## config.mk

```make
export PLATFORM = sky130hd
export DESIGN_NAME = hazard_controller_flat
export DESIGN_NICKNAME = d
export VERILOG_FILES = /design/src/rtl/hazard_controller_if.sv /design/src/rtl/hazard_controller.sv /design/src/flat_wrapper.sv
export SDC_FILE = /design/constraint.sdc
export NUM_CORES = 1
export LEC_CHECK = 0
export ABC_CLOCK_PERIOD_IN_PS = 6100
export BUFFER_PORTS_ARGS = -buffer_cell sky130_fd_sc_hd__buf_2
export CORE_ASPECT_RATIO = 0.5
export CORE_MARGIN = 2
export CORE_UTILIZATION = 35
export CTS_BUF_LIST = sky130_fd_sc_hd__clkbuf_16
export DETAILED_ROUTE_END_ITERATION = 10
export PLACE_DENSITY_LB_ADDON = 0.12
export SLEW_MARGIN = 20
export SYNTH_ARGS = -nofsm -noshare
export SYNTH_HDL_FRONTEND = slang
export SYNTH_SLANG_ARGS = --single-unit
```

## constraint.sdc

```tcl
create_clock -name clk -period 6.1 [get_ports clk]
set_clock_uncertainty 0.15 [all_clocks]
set_input_delay 1.22 -clock clk [delete_from_list [all_inputs] [get_ports clk]]
set_output_delay 1.22 -clock clk [all_outputs]
set_load 0.02 [all_outputs]
```

## src/rtl/hazard_controller_if.sv

```systemverilog
// Pipeline hazard inputs and stall/flush controls exchanged between the core datapath
// (master) and the hazard controller (slave).
interface hazard_controller_if;
  logic        hzd_exe_to_id_A;
  logic        exe_is_div;
  logic        exe_branch_taken;
  logic        mem_dc_req;
  logic        dc_ready;
  logic        stall_if;
  logic        stall_id;
  logic        stall_exe;
  logic        stall_mem;
  logic        flush_id;
  logic        flush_exe;
  logic        flush_mem;
  logic        flush_wb;
  logic        div_done;
  logic [31:0] stall_cnt;

  modport master (
    output hzd_exe_to_id_A, exe_is_div, exe_branch_taken, mem_dc_req, dc_ready,
    input  stall_if, stall_id, stall_exe, stall_mem,
    input  flush_id, flush_exe, flush_mem, flush_wb, div_done, stall_cnt
  );

  modport slave (
    input  hzd_exe_to_id_A, exe_is_div, exe_branch_taken, mem_dc_req, dc_ready,
    output stall_if, stall_id, stall_exe, stall_mem,
    output flush_id, flush_exe, flush_mem, flush_wb, div_done, stall_cnt
  );
endinterface

```

## src/rtl/hazard_controller.sv

```systemverilog
// Stall/flush controller for the 5-stage core: cache-miss freeze, divider occupancy,
// branch squash and load-use bubble, plus a free-running stall-cycle counter.
//
// state    | meaning
// RUN      | normal flow; a divide arriving in EXE is stalled and starts the wait
// DIV_WAIT | divide occupies EXE; release (div_done) when div_cnt reaches 0 with no cache miss
module hazard_controller #(
  parameter int unsigned DIV_CYCLES = 33
) (
  input  logic               clk,
  input  logic               nrst,
  hazard_controller_if.slave hz
);

  localparam int unsigned CNT_W = $clog2(DIV_CYCLES + 1);
  localparam logic [CNT_W-1:0] CNT_LOAD = CNT_W'(DIV_CYCLES - 1);

  typedef enum logic {RUN, DIV_WAIT} state_t;

  state_t           state_q, state_d;
  logic [CNT_W-1:0] div_cnt_q, div_cnt_d;
  logic [31:0]      stall_cnt_q;

  logic dc_wait;
  logic stall_if, stall_id, stall_exe, stall_mem;
  logic flush_id, flush_exe, flush_mem, flush_wb, div_done;

  assign dc_wait = hz.mem_dc_req & ~hz.dc_ready;

  always_ff @(posedge clk or negedge nrst) begin
    if (!nrst) begin
      state_q     <= RUN;
      div_cnt_q   <= '0;
      stall_cnt_q <= '0;
    end else begin
      state_q   <= state_d;
      div_cnt_q <= div_cnt_d;
      if (hz.stall_if) stall_cnt_q <= stall_cnt_q + 32'd1;
    end
  end

  always_comb begin
    state_d   = state_q;
    div_cnt_d = div_cnt_q;
    stall_if  = 1'b0;
    stall_id  = 1'b0;
    stall_exe = 1'b0;
    stall_mem = 1'b0;
    flush_id  = 1'b0;
    flush_exe = 1'b0;
    flush_mem = 1'b0;
    flush_wb  = 1'b0;
    div_done  = 1'b0;

    case (state_q)
      RUN: begin
        if (hz.exe_is_div && !dc_wait) begin
          state_d   = DIV_WAIT;
          div_cnt_d = CNT_LOAD;
        end
      end
      DIV_WAIT: begin
        // The divider keeps counting even while MEM is frozen on a miss.
        if (div_cnt_q != '0) begin
          div_cnt_d = div_cnt_q - CNT_W'(1);
        end else if (!dc_wait) begin
          state_d  = RUN;
          div_done = 1'b1;
        end
      end
      default: state_d = RUN;
    endcase

    if (dc_wait) begin
      stall_if  = 1'b1;
      stall_id  = 1'b1;
      stall_exe = 1'b1;
      stall_mem = 1'b1;
      flush_wb  = 1'b1;
    end else if ((state_q == DIV_WAIT && div_cnt_q != '0) ||
                 (state_q == RUN && hz.exe_is_div)) begin
      stall_if  = 1'b1;
      stall_id  = 1'b1;
      stall_exe = 1'b1;
      flush_mem = 1'b1;
    end else if (hz.exe_branch_taken) begin
      flush_id  = 1'b1;
      flush_exe = 1'b1;
    end else if (hz.hzd_exe_to_id_A) begin
      stall_if  = 1'b1;
      stall_id  = 1'b1;
      flush_exe = 1'b1;
    end
  end

  // Reset holds every control low regardless of what the pipeline presents.
  assign hz.stall_if  = stall_if  & nrst;
  assign hz.stall_id  = stall_id  & nrst;
  assign hz.stall_exe = stall_exe & nrst;
  assign hz.stall_mem = stall_mem & nrst;
  assign hz.flush_id  = flush_id  & nrst;
  assign hz.flush_exe = flush_exe & nrst;
  assign hz.flush_mem = flush_mem & nrst;
  assign hz.flush_wb  = flush_wb  & nrst;
  assign hz.div_done  = div_done  & nrst;
  assign hz.stall_cnt = stall_cnt_q;

endmodule

```

## src/flat_wrapper.sv

```systemverilog
// flat-port wrapper written by rule: the top's interface ports become plain ports
module hazard_controller_flat 
#(
  parameter int unsigned DIV_CYCLES = 33
)
  (clk, nrst, hz_hzd_exe_to_id_A, hz_exe_is_div, hz_exe_branch_taken, hz_mem_dc_req, hz_dc_ready, hz_stall_if, hz_stall_id, hz_stall_exe, hz_stall_mem, hz_flush_id, hz_flush_exe, hz_flush_mem, hz_flush_wb, hz_div_done, hz_stall_cnt);
  hazard_controller_if hz_i ();
  input  logic clk;
  input  logic nrst;
  input wire logic [$bits(hz_i.hzd_exe_to_id_A)-1:0] hz_hzd_exe_to_id_A;
  input wire logic [$bits(hz_i.exe_is_div)-1:0] hz_exe_is_div;
  input wire logic [$bits(hz_i.exe_branch_taken)-1:0] hz_exe_branch_taken;
  input wire logic [$bits(hz_i.mem_dc_req)-1:0] hz_mem_dc_req;
  input wire logic [$bits(hz_i.dc_ready)-1:0] hz_dc_ready;
  output wire logic [$bits(hz_i.stall_if)-1:0] hz_stall_if;
  output wire logic [$bits(hz_i.stall_id)-1:0] hz_stall_id;
  output wire logic [$bits(hz_i.stall_exe)-1:0] hz_stall_exe;
  output wire logic [$bits(hz_i.stall_mem)-1:0] hz_stall_mem;
  output wire logic [$bits(hz_i.flush_id)-1:0] hz_flush_id;
  output wire logic [$bits(hz_i.flush_exe)-1:0] hz_flush_exe;
  output wire logic [$bits(hz_i.flush_mem)-1:0] hz_flush_mem;
  output wire logic [$bits(hz_i.flush_wb)-1:0] hz_flush_wb;
  output wire logic [$bits(hz_i.div_done)-1:0] hz_div_done;
  output wire logic [$bits(hz_i.stall_cnt)-1:0] hz_stall_cnt;
  assign hz_i.hzd_exe_to_id_A = hz_hzd_exe_to_id_A;
  assign hz_i.exe_is_div = hz_exe_is_div;
  assign hz_i.exe_branch_taken = hz_exe_branch_taken;
  assign hz_i.mem_dc_req = hz_mem_dc_req;
  assign hz_i.dc_ready = hz_dc_ready;
  assign hz_stall_if = hz_i.stall_if;
  assign hz_stall_id = hz_i.stall_id;
  assign hz_stall_exe = hz_i.stall_exe;
  assign hz_stall_mem = hz_i.stall_mem;
  assign hz_flush_id = hz_i.flush_id;
  assign hz_flush_exe = hz_i.flush_exe;
  assign hz_flush_mem = hz_i.flush_mem;
  assign hz_flush_wb = hz_i.flush_wb;
  assign hz_div_done = hz_i.div_done;
  assign hz_stall_cnt = hz_i.stall_cnt;
  hazard_controller #(.DIV_CYCLES(DIV_CYCLES)) u_core (.clk(clk), .nrst(nrst), .hz(hz_i));
endmodule
```

==> impl_metrics.ini <==
[status]
outcome = completed

[yosys]
yosys.area.top_type = dfrtp_1
ys_top_cells_by_count = 39 x dfrtp_1, 20 x nor2_1, 18 x xnor2_1
syn_avg_cell_area_um2 = 10.06
yosysTopAreaCellShare = 0.5026
seq_area_frac_synth = 0.5026
synthCells = 193
syn_nets = 203
syn_area_um2 = 1942
ys.warnings.count = 0
synth.ff_latch_count = 39
async_flop_share = 1.000
synth_area_leaders = dfrtp_1 50%, xnor2_1 8.1%, xor2_1 7.7%
synth_most_common_cell = dfrtp_1
synth.distinct_cells = 33
synth_edf_count = 0
synth_flop_cell = dfrtp_1

[flow_run]
drv_cap = 0

[global_routing]
antenna_found_initial = 0
grt_pass1_vias = 1535
grt_max_degree = 37
grt_usage = 0.1511
grt_pass1_wl_um = 7210
grt_overflow = 0

[route]
drtIter0Drc = 49
dr_total_vias = 1524
first_pass_iters = 4
drc = 0
drtAntennaViolNets = 0
viasPerCell = 4.792
routed_wl_um = 4173
wl_per_cell_um = 13.12

[placed_design]
hpwl_um = 3028
place_congestion = 0.8004
portBuffers = 47
post-place-cells = 310
preCtsSetupSlack_ns = 2.116

[worst_setup_path]
r2r_end = u_core.hz.stall_cnt[24]
critPathCaptureType = output port
crit_arrival_ns = 2.54
regToRegStartpoint = u_core.div_cnt_q[3]
path_class = in2out
crit_path_start_kind = primary input
path_max_fanout = 36
r2r_cells = 5
rrSetupSlack_ns = 3.34
crit_required_ns = 4.73

[timing]
fin_crit_ns = 3.910
setup_viol = 0
max_freq_mhz = 255.7
hold_viol = 0
relSlewSlack = 0.3253
whs_ns = 0.3245
drv_slew = 0
worst_slew_pin_slew_ns = 1.005
finalCritPeriodShare = 0.6410
rsz0062_at_grt = no
tns_ns = 0
fin_ws_ns = 2.190

[floorplan]
die_y_um = 56.67
io_pins = 48
die_area_um2 = 6196
core-area_um2 = 5420
num_rows = 19
initial_core_util = 0.3583
die_x_um = 109.3

[clock_network]
path_clk_slew_ns = 0.06
cts_resized = 0
clockRootBuffer = clkbuf_16
ctsLongestPathBuffers = 2
postCtsSetupRepairBufs = 0
htreeDepth = 2
cts_tree = yes
cts_hold_buf = 0
clkLatencyLatePin_ns = 0.28
numCtsBuffers = 5
cts.sink_count = 39

[final_layout]
fill_cells = 556
syn2layout_area_growth_pct = 23.32
n_antenna_cell = 0
drive_above_1_share = 0.2449
layout.nets = 254
layout.cells.non_filler = 318

[power]
powerDensity_nw_per_um2 = 339.1
p_leak_nw = 1.199
ir_drop_mv = 0.1903

[worst_hold_path]
hold_end = u_core.hz.stall_cnt[31]
min_from = u_core.hz.stall_cnt[31]
hold_path_depth = 1
hold_class = reg2reg
[metal layers]
metal,track usage,up-vias,routed length [um]
li1,-,763,-
met1,0.2117,733,2107
met2,0.2249,23,1878
met3,0.04413,5,147
met4,0.04882,0,39
met5,0,-,0
[worst max path at each step]
stage	startpoint	to	slack [ns]
3_3_place_gp	nrst	hz_stall_id	2.18
3_5_place_dp	nrst	hz_stall_if	2.12
2_1_floorplan	hz_dc_ready	hz_stall_if	2.50
6_report	nrst	hz_stall_if	2.19
4_1_cts	nrst	hz_stall_if	2.14
5_1_grt	nrst	hz_stall_id	1.98
[critical path, cell delays in order]
cell and delay [ns]:
buf_2 0.59, o21ai_2 0.25, inv_1 0.25, buf_2 0.21
[stage by stage]
step	area (um^2)	total power [mW]	utilization
floorplan	1942	0.5006	-
global placement	2251	0.5690	0.4153
detailed placement	2251	0.5682	0.4153
CTS	2387	0.8172	0.4404
global route	2395	0.8670	0.4418
finish	2395	0.8121	0.4418
[sequential cells by signal, summed over array words and instances (netlist names)]
register	cells
u_core.hz.stall_cnt	32
u_core.state_q	1
u_core.div_cnt_q	6
[placed cells by master, fill, tap and decap left out]
cell	netlist	final
o2111ai_1	2	2
nor4_2	2	2
or3_4	1	1
clkbuf_16	0	5
nor2b_1	1	1
nor3_1	10	10
buf_4	2	1
buf_2	2	47
o21a_1	2	2
nand4_2	1	1
and4_1	1	1
o21ai_0	3	3
nor4_1	5	5
xor2_1	17	17
nand2_1	17	17
ha_1	3	3
clkinv_1	0	2
o21ai_1	1	1
or4b_1	1	1
and3_1	2	2
o22a_1	1	1
o31a_1	1	1
xnor2_1	18	18
inv_1	13	14
or3_1	1	1
nand3_1	9	9
or2_2	1	1
o41ai_2	0	1
o21ai_2	1	1
or4_1	2	2
nand4_1	7	7
and2_1	3	3
nor2_1	20	20
nand2b_1	3	3
dfrtp_1	39	39
[layout make-up]
| cell class | instances | area [um^2] | area share |
|---|---|---|---|
| sequential | 39 | 975.9 | 0.4075 |
| multi-input combinational | 137 | 899.6 | 0.3757 |
| timing repair buffer | 48 | 242.7 | 0.1014 |
| clock buffer | 5 | 125.1 | 0.05225 |
| tap | 73 | 91.34 | 0.03814 |
| inverter | 13 | 48.80 | 0.02038 |
| clock inverter | 3 | 11.26 | 0.004702 |
[cell families (layout without fill, tap and decap cells)]
kind of cell	count (synthesis)	in the layout	share of synthesized area
AOI/OAI and AO/OA	12	12	0.04510
xor gates and xnor gates	35	35	0.1579
adders and majority gates	3	3	0.01933
buffers and inverters	17	69	0.03802
DFF	39	39	0.5026
and+or+nand+nor	87	87	0.2371
[where the power goes]
group / leakage [nW] / internal [mW] / switching (mW)
registers: 0.478 / 0.305 / 0.0589
clock network: 0.0701 / 0.147 / 0.0978
logic: 0.651 / 0.0826 / 0.121
total: 1.20 / 0.535 / 0.277
No activity file was read; power rests on OpenSTA's default activity.
